===== src/rtl/layer_ctrl_pkg.sv =====
`default_nettype none
// ============================================================================
// Module      : layer_ctrl_pkg
// Description : Shared encodings for the layer sequencer. Holds the top-level
//               mode encoding and the layer FSM state encoding. The top
//               controller and bus monitors import these as well.
// Contents    : mode_e          - top-level mode (IDLE / LOAD / LAYER)
//               layer_state_e   - layer FSM state (IDLE/LOAD/COMPUTE/DRAIN/FIN)
//               is_layer_start  - qualifies a start pulse against the mode
// Revision    : 1.0 - initial release
// ============================================================================
package layer_ctrl_pkg;

    localparam int c_MODE_W        = 3;
    localparam int c_LAYER_STATE_W = 3;

    typedef enum logic [c_MODE_W-1:0] {
        MODE_IDLE  = 3'd0,
        MODE_LOAD  = 3'd1,
        MODE_LAYER = 3'd2
    } mode_e;

    typedef enum logic [c_LAYER_STATE_W-1:0] {
        S_IDLE    = 3'd0,
        S_LOAD    = 3'd1,
        S_COMPUTE = 3'd2,
        S_DRAIN   = 3'd3,
        S_FIN     = 3'd4
    } layer_state_e;

    // A start pulse only counts while the top controller is in LAYER mode.
    function automatic logic is_layer_start(input logic start_pulse,
                                            input logic [c_MODE_W-1:0] mode_val);
        return start_pulse && (mode_val == MODE_LAYER);
    endfunction

endpackage : layer_ctrl_pkg
`default_nettype wire


===== src/rtl/layer_ctrl.sv =====
`default_nettype none
// ============================================================================
// Module      : layer_ctrl
// Description : Layer sequencer below the top-level controller. On an accepted
//               start it walks the systolic array through NUM_LAYERS layers:
//               weight load (handshake), fixed compute window, output drain
//               (handshake). A watchdog aborts to idle and latches err when a
//               handshake stalls for TIMEOUT cycles.
// Ports       : clk             in  clock, rising edge
//               rst             in  synchronous active-high reset
//               mode[2:0]       in  top-level mode, LAYER (2) enables start
//               start_layering  in  1-cycle start pulse
//               wload_ack       in  weights for layer_idx are loaded
//               drain_done      in  1-cycle pulse, output drain complete
//               layer_ctrl_busy out high whenever the FSM is not idle
//               layer_idx       out layer being processed
//               wload_req       out level weight-load request
//               acc_clear       out 1-cycle accumulator clear
//               array_en        out compute enable, COMPUTE_CYCLES cycles
//               drain_start     out 1-cycle drain start
//               done            out 1-cycle run-complete pulse
//               err             out sticky watchdog timeout flag
// Revision    : 1.0 - initial release
// ============================================================================
module layer_ctrl
    import layer_ctrl_pkg::*;
#(
    parameter int NUM_LAYERS     = 3,
    parameter int LAYER_W        = 2,
    parameter int COMPUTE_CYCLES = 8,
    parameter int CNT_W          = 8,
    parameter int TIMEOUT        = 200
) (
    input  logic               clk,
    input  logic               rst,
    input  logic [2:0]         mode,
    input  logic               start_layering,
    input  logic               wload_ack,
    input  logic               drain_done,
    output logic               layer_ctrl_busy,
    output logic [LAYER_W-1:0] layer_idx,
    output logic               wload_req,
    output logic               acc_clear,
    output logic               array_en,
    output logic               drain_start,
    output logic               done,
    output logic               err
);

    localparam logic [CNT_W-1:0]   c_TIMEOUT_LAST = CNT_W'(TIMEOUT - 1);
    localparam logic [CNT_W-1:0]   c_COMPUTE_LAST = CNT_W'(COMPUTE_CYCLES - 1);
    localparam logic [CNT_W-1:0]   c_CNT_ONE      = CNT_W'(1);
    localparam logic [LAYER_W-1:0] c_LAST_LAYER   = LAYER_W'(NUM_LAYERS - 1);
    localparam logic [LAYER_W-1:0] c_LAYER_ONE    = LAYER_W'(1);

    layer_state_e       r_state;
    logic [CNT_W-1:0]   r_cnt;        // shared compute-window / watchdog counter
    logic [LAYER_W-1:0] r_layer_idx;
    logic               r_busy;
    logic               r_wload_req;
    logic               r_acc_clear;
    logic               r_array_en;
    logic               r_drain_start;
    logic               r_done;
    logic               r_err;

    logic               w_start_ok;
    logic               w_wdog_expired;
    logic [CNT_W-1:0]   w_cnt_inc;

    assign w_start_ok     = is_layer_start(start_layering, mode);
    assign w_wdog_expired = (r_cnt == c_TIMEOUT_LAST);
    assign w_cnt_inc      = r_cnt + c_CNT_ONE;

    always_ff @(posedge clk) begin
        if (rst) begin
            r_state       <= S_IDLE;
            r_cnt         <= '0;
            r_layer_idx   <= '0;
            r_busy        <= 1'b0;
            r_wload_req   <= 1'b0;
            r_acc_clear   <= 1'b0;
            r_array_en    <= 1'b0;
            r_drain_start <= 1'b0;
            r_done        <= 1'b0;
            r_err         <= 1'b0;
        end else begin
            // Pulse outputs default low; a transition below raises them for
            // exactly one cycle.
            r_acc_clear   <= 1'b0;
            r_drain_start <= 1'b0;
            r_done        <= 1'b0;

            unique case (r_state)
                S_IDLE: begin
                    if (w_start_ok) begin
                        r_err       <= 1'b0;
                        r_layer_idx <= '0;
                        r_cnt       <= '0;
                        r_busy      <= 1'b1;
                        r_wload_req <= 1'b1;
                        r_state     <= S_LOAD;
                    end
                end

                S_LOAD: begin
                    // Ack is checked first so an ack arriving on the last
                    // watchdog count still proceeds.
                    if (wload_ack) begin
                        r_wload_req <= 1'b0;
                        r_acc_clear <= 1'b1;
                        r_cnt       <= '0;
                        r_state     <= S_COMPUTE;
                    end else if (w_wdog_expired) begin
                        r_wload_req <= 1'b0;
                        r_err       <= 1'b1;
                        r_busy      <= 1'b0;
                        r_cnt       <= '0;
                        r_state     <= S_IDLE;
                    end else begin
                        r_cnt <= w_cnt_inc;
                    end
                end

                S_COMPUTE: begin
                    // The first COMPUTE cycle carries acc_clear; the enable
                    // window starts after it so the clear lands before data.
                    if (r_acc_clear) begin
                        r_array_en <= 1'b1;
                        r_cnt      <= '0;
                    end else if (r_cnt == c_COMPUTE_LAST) begin
                        r_array_en    <= 1'b0;
                        r_drain_start <= 1'b1;
                        r_cnt         <= '0;
                        r_state       <= S_DRAIN;
                    end else begin
                        r_cnt <= w_cnt_inc;
                    end
                end

                S_DRAIN: begin
                    if (drain_done) begin
                        r_cnt <= '0;
                        if (r_layer_idx == c_LAST_LAYER) begin
                            r_done  <= 1'b1;
                            r_state <= S_FIN;
                        end else begin
                            r_layer_idx <= r_layer_idx + c_LAYER_ONE;
                            r_wload_req <= 1'b1;
                            r_state     <= S_LOAD;
                        end
                    end else if (w_wdog_expired) begin
                        r_err   <= 1'b1;
                        r_busy  <= 1'b0;
                        r_cnt   <= '0;
                        r_state <= S_IDLE;
                    end else begin
                        r_cnt <= w_cnt_inc;
                    end
                end

                S_FIN: begin
                    // done is high this cycle with busy still asserted.
                    r_busy      <= 1'b0;
                    r_layer_idx <= '0;
                    r_state     <= S_IDLE;
                end

                default: begin
                    r_busy      <= 1'b0;
                    r_wload_req <= 1'b0;
                    r_array_en  <= 1'b0;
                    r_cnt       <= '0;
                    r_state     <= S_IDLE;
                end
            endcase
        end
    end

    assign layer_ctrl_busy = r_busy;
    assign layer_idx       = r_layer_idx;
    assign wload_req       = r_wload_req;
    assign acc_clear       = r_acc_clear;
    assign array_en        = r_array_en;
    assign drain_start     = r_drain_start;
    assign done            = r_done;
    assign err             = r_err;

endmodule : layer_ctrl
`default_nettype wire


===== config.mk =====
export PLATFORM = sky130hd
export DESIGN_NAME = layer_ctrl
export DESIGN_NICKNAME = d
export VERILOG_FILES = /design/src/rtl/layer_ctrl_pkg.sv /design/src/rtl/layer_ctrl.sv
export SDC_FILE = /design/constraint.sdc
export NUM_CORES = 1
export LEC_CHECK = 0
export CAP_MARGIN = 20
export CORE_UTILIZATION = 31
export CTS_CLUSTER_SIZE = 20
export DETAILED_ROUTE_END_ITERATION = 10
export GPL_TIMING_DRIVEN = 0
export SLEW_MARGIN = 20
export SYNTH_ARGS = -nofsm -noshare
export SYNTH_HDL_FRONTEND = slang
export SYNTH_SLANG_ARGS = --single-unit

===== constraint.sdc =====
create_clock -name clk -period 2.1 [get_ports clk]
set_input_delay 0.63 -clock clk [delete_from_list [all_inputs] [get_ports clk]]
set_output_delay 0.63 -clock clk [all_outputs]
set_load 0.005 [all_outputs]

-- Word level (Yosys, flattened, before mapping)
Index checks and enable logic that the tools add are counted.
- output and inout port bits: 9
- bits in writable memories: 0
- bits in latches: 0
- memories kept: 0
- flip-flop bits (word level): 20
- bits in read-only memories: 0
- input bits: 8
- add/subtract/negate cells: 2
- shift operators: 0
- bitwise logic cells: 7
- order comparisons: 0
- equality and inequality tests: 17
- multiplexer cells: 40
- reductions and logical operators: 16
- multipliers: 0
- divide/modulo/power cells: 0
- operators with widths (cell ; count):
    8-bit 2-to-1 mux ; 6
    8-bit one-hot mux with 5 select lines ; 1
    3-bit 2-to-1 mux ; 7
    1-bit 2-to-1 mux ; 17
    2-bit != test, second input constant ; 7
    3-bit one-hot mux with 4 select lines ; 1
    4-bit AND reduction ; 3
    3-bit by 2-bit equality test with 1-bit output, second input constant ; 3
    8-bit by 1-bit adder with 8-bit output, second input constant ; 1
    8-bit by 3-bit equality test with 1-bit output, second input constant ; 1
    8-bit equality test, second input constant ; 1
    1-bit one-hot mux with 4 select lines ; 2
    1-bit inverter ; 7
    2-bit 2-to-1 mux ; 3
    3-bit != test, second input constant ; 2
    2-bit one-hot mux with 3 select lines ; 1
    3-bit nonzero test ; 2
    3-bit OR reduction ; 2
    5-bit AND reduction ; 1
    2-bit AND reduction ; 2
    2-bit OR reduction ; 2
    4-bit OR reduction ; 1
    3-bit by 1-bit equality test with 1-bit output, second input constant ; 1
    3-bit equality test, second input constant ; 1
    other kinds (7) ; 7

-- Depth between registers and ports, before layout
- depth in word-level cells: 4
- depth in mapped cells: 6
- depth with buffers taken out: 6

-- Worst setup path before layout
OpenSTA, ideal clock, no wires.
- path type: register to register
- from: register r_state[2]
- to: register r_cnt[4]
- setup time: 63 ps
- stages on the path, launching flop included: 7
- buffers on the path: 1
- path slack: 131 ps
- arrival time: 1907 ps
- cell sequence: dfxtp_1 -> or4b_1 -> buf_2 -> a21o_1 -> a221o_1 -> or3_1 -> nand3_1
- longest elaborated chain between the ends: 3
- ends and longest elaborated chain (item ; RTL line ; RTL):
    from (decl) ; layer_ctrl.sv:56 ; layer_state_e r_state;
    from (signal assigned) ; layer_ctrl.sv:77 ; r_state <= S_IDLE;
    from (signal assigned) ; layer_ctrl.sv:102 ; r_state <= S_LOAD;
    from (signal assigned) ; layer_ctrl.sv:113 ; r_state <= S_COMPUTE;
    3-bit logical NOT / 3-bit equality test (equally long branches) ; layer_ctrl.sv:94 ; unique case (r_state)
    2-bit != test (no line) / 1-bit inverter (equally long branches) ; n/a ;
    2-bit AND reduction (no line) ; n/a ;
    to (signal assigned) ; layer_ctrl.sv:121 ; r_cnt <= w_cnt_inc;
    to (signal assigned) ; layer_ctrl.sv:137 ; r_cnt <= w_cnt_inc;
    to (signal assigned) ; layer_ctrl.sv:158 ; r_cnt <= w_cnt_inc;
    to (decl) ; layer_ctrl.sv:57 ; logic [CNT_W-1:0] r_cnt;
Parallel ways exist; a longest one is shown, timed or not.
A chain may end at the register's enable or synchronous reset.

-- Final worst setup path
Same ends and word-level chain as after synthesis.

==> results_tabular.tex <==
\begin{tabular}{lr}
\hline
Metric & Value \\
\hline
\multicolumn{2}{l}{\textbf{Run status}} \\
Status & complete, no violations \\
\multicolumn{2}{l}{\textbf{Yosys}} \\
Number of enable flip-flop cells after synthesis & 0 \\
Mean area per synthesized cell & 7.83 um\^{}2 \\
Syn Std Cell Area & 1100 um\^{}2 \\
Top cell types by occurrence after synthesis & dfxtp\_1 (20), nor2\_1 (16), o21ai\_0 (11) \\
Largest area contributor in the netlist & dfxtp\_1 \\
Async set-or-reset flop fraction in the synthesized netlist & 0 \\
Share of the synthesized area in the top cell type & 0.365 \\
Warning count from the yosys run & 0 \\
Synth top area cells & dfxtp\_1 (37\%), nor2\_1 (5.5\%), o21ai\_0 (5.0\%), nand3\_1 (3.7\%), nand2\_1 (3.4\%) \\
Gate count of the mapped netlist & 140 \\
Post-synth top flop & dfxtp\_1 \\
Count of different cell masters after synthesis & 40 \\
Seq cells post-synth & 20 \\
Post-synth net total & 150 \\
Dominant cell by count in the synthesized netlist & dfxtp\_1 \\
Seq/Total Area, Yosys & 0.365 \\
\multicolumn{2}{l}{\textbf{Route}} \\
Via density per instance & 5.45 \\
Starting DRT DRC Count & 44 \\
Wire per inst & 12.9 um \\
Pre-Repair DR Iteration Count & 4 \\
Final routed wirelength across all metal layers & 2.68 mm \\
Remaining antenna violation count after routing & 0 \\
Via total after detailed routing & 1,128 \\
Number of remaining DRC errors & 0 \\
\multicolumn{2}{l}{\textbf{Cells and area}} \\
Fraction of final layout cells with drive strength greater than 1 & 0.0994 \\
Antenna diode count & 0 \\
Number of filler instances in the final layout & 374 \\
Total number of nets in the final design & 172 \\
Share of the core filled with cells in the final layout & 0.413 \\
Syn-to-layout area delta & 26.7\% \\
Post-route standard cell area excluding fillers & 1390 um\^{}2 \\
Non-filler instance count after layout & 207 \\
\multicolumn{2}{l}{\textbf{Setup path}} \\
WS Path Type & reg2reg \\
Worst Setup Start Kind & flip-flop \\
Setup slack of the worst register-to-register path & 0.03 ns \\
Critical Path AT & 2.32 ns \\
Kind of cell with the highest combined delay on the critical path & simple AND/OR/NAND/NOR gates \\
Logic depth of the worst register-to-register path & 6 \\
Reg2Reg Capture Point & r\_cnt[4]\$\_SDFFE\_PP0P\_ \\
Reg-to-reg critical path startpoint & r\_state[2]\$\_SDFFE\_PP0P\_ \\
Series of cell instances along the critical path & or4b\_4 -> buf\_6 -> a21o\_1 -> a221o\_1 -> or3\_1 -> nand3\_1 \\
Library cell contributing the largest single delay on the critical path & or4b\_4 \\
Critical path required time & 2.35 ns \\
Biggest cell delay along the critical path & 0.53 ns \\
Maximum fanout encountered on the critical timing path & 6 \\
Buffers \& Inverters on Critical Path & 1 \\
Setup crit end kind & flip-flop \\
\multicolumn{2}{l}{\textbf{Worst hold path}} \\
Min-delay worst type & reg2reg \\
Capture endpoint of the worst hold path & wload\_req\$\_SDFFE\_PP0P\_ \\
Worst Hold Depth & 2 \\
Beginning of the worst hold path & wload\_req\$\_SDFFE\_PP0P\_ \\
\multicolumn{2}{l}{\textbf{Global routing}} \\
Global route overflow & 0 \\
Antenna violations before repair & 0 \\
GRT Overall Usage & 0.161 \\
Largest net degree at the start of global routing & 12 \\
Global-route wire length before repair & 4.53 mm \\
Via count of the first global-routing pass & 1,024 \\
\multicolumn{2}{l}{\textbf{STA}} \\
Post-route clock skew & 0.00150 ns \\
Least setup slack across all paths after layout & 0.0349 ns \\
FMAX & 484 MHz \\
Share of the cycle needed by the critical path after routing & 0.983 \\
Slew headroom & 0.670 \\
Worst Max-Slew Pin Slew & 0.496 ns \\
Final hold violation count & 0 \\
Unrepaired setup endpoints after global routing & yes \\
Slew Viols, Final & 0 \\
Min Tclk post-route & 2.07 ns \\
Final setup viols & 0 \\
\multicolumn{2}{l}{\textbf{Clock network}} \\
Clk buf depth & 2 \\
Clock buffers created by TritonCTS & 3 \\
Number of sinks driven by the clock tree & 20 \\
Root Buffer Master & clkbuf\_4 \\
Clock H-tree levels & 1 \\
TritonCTS clock tree & done \\
Cts-stage hold buffer count & 0 \\
Clock insertion delay at the later pin of the skew report & 0.30 ns \\
CTS clock-pin slew for the worst setup and hold paths & 0.11 ns \\
\multicolumn{2}{l}{\textbf{Placement}} \\
\# placed instances & 201 \\
Area of placed instances & 1300 um\^{}2 \\
Setup slack at placement & -0.338 ns \\
Estimated wirelength of the detail-placed design & 1.98 mm \\
Final weighted congestion in routability-driven placement & 0.878 \\
Count of input and output buffers & 15 \\
\multicolumn{2}{l}{\textbf{Floorplanning}} \\
Cell Rows & 21 \\
Core outline area & 3360 um\^{}2 \\
Chip height & 61.5 um \\
Die span in x & 61.5 um \\
Initial Util & 0.326 \\
Number of I/O pins & 17 \\
Full die area & 3780 um\^{}2 \\
\multicolumn{2}{l}{\textbf{Power}} \\
Total Power Consumption & 0.000702 W \\
Maximum vdd drop & 320 uV \\
Leak pwr & 0.472 nW \\
Power per Cell Area & 505 nW/um\^{}2 \\
\multicolumn{2}{l}{\textbf{Job}} \\
MaxCap Viol Count & 0 \\
\hline
\end{tabular}
[power breakdown]
group          internal, W  switching [W]  total (W)
registers         0.000385     0.00000472   0.000389
logic            0.0000442      0.0000426  0.0000867
clock network     0.000106       0.000120   0.000226
[worst register-to-register path: stages, from the launching register on]
cell and delay, ns:
dfxtp_4 0.37, or4b_4 0.53, buf_6 0.14, a21o_1 0.18, a221o_1 0.37, or3_1 0.35
nand3_1 0.07
[cells in the final DEF (no fill, tap or decap), types with 4 or more instances in the layout]
cell	Yosys	routed
dfxtp_1	20	19
clkdlybuf4s50_1	0	15
clkbuf_1	5	5
nand3_1	8	8
nor2_1	16	15
or3_1	4	4
a21oi_1	4	4
a31oi_1	4	4
nor3_1	6	5
o21ai_0	11	9
nand2_1	10	10
inv_1	6	6
[how the worst max path moves through the flow]
stage,startpoint,end,cells past startpoint
finish,r_state[2]$_SDFFE_PP0P_,r_cnt[4]$_SDFFE_PP0P_,6
global route,drain_done,r_cnt[6]$_SDFFE_PP0P_,5
CTS,r_state[2]$_SDFFE_PP0P_,r_cnt[4]$_SDFFE_PP0P_,6
detailed placement,drain_done,r_cnt[2]$_SDFFE_PP0P_,6
global placement,drain_done,r_cnt[2]$_SDFFE_PP0P_,6
floorplan,r_state[2]$_SDFFE_PP0P_,r_cnt[4]$_SDFFE_PP0P_,6
[routing by layer]
layer  up-vias  GRT usage  part of all wire
li1        568          -                 -
met1       533      0.203              0.44
met2        22      0.273              0.51
met3         5     0.0483             0.045
met4         0     0.0317            0.0082
met5         -          0                 0
[per-stage QoR]
stage / setup TNS [ns] / hold slack (ns)
6_report: 0 / 0.485
5_1_grt: -0.0967 / 0.532
4_1_cts: 0 / 0.494
3_5_place_dp: -1.56 / 0.470
3_3_place_gp: -1.53 / 0.463
2_1_floorplan: 0 / 0.464
[registers in the layout, summed over array words and instances, names as in the netlist]
signal,flops
array_en,1
drain_start,1
layer_idx,2
done,1
r_state,3
err,1
wload_req,1
r_cnt,8
layer_ctrl_busy,1
acc_clear,1
[kinds of logic (layout without fill, tap and decap cells)]
| group | Yosys count | in the layout | synth area share |
|---|---|---|---|
| DFF | 20 | 20 | 0.365 |
| AOI/OAI and AO/OA | 39 | 39 | 0.244 |
| adders and majority gates | 2 | 2 | 0.0228 |
| buffers and inverters | 14 | 35 | 0.0491 |
| muxes | 2 | 2 | 0.0183 |
| and+or+nand+nor | 62 | 62 | 0.292 |
| xor gates and xnor gates | 1 | 1 | 0.00799 |
[cell type report]
| type | count | area (um^2) | area share |
|---|---|---|---|
| multi-input combinational | 106 | 666 | 0.479 |
| sequential | 20 | 404 | 0.291 |
| timing repair buffer | 17 | 165 | 0.119 |
| tap | 46 | 57.6 | 0.0414 |
| buffer | 8 | 37.5 | 0.0270 |
| clock buffer | 4 | 36.3 | 0.0261 |
| inverter | 6 | 22.5 | 0.0162 |
[what timing repair did]
| item | 4_1_cts | 5_1_grt |
|---|---|---|
| setup buffers | 0 | 2 |
| endpoints found under the setup margin | 5 | 5 |
| resized for setup | 3 | 9 |
| endpoints found under the hold margin | 0 | 0 |
| pin swaps | 1 | 3 |
(Power assumes the default switching activity.)
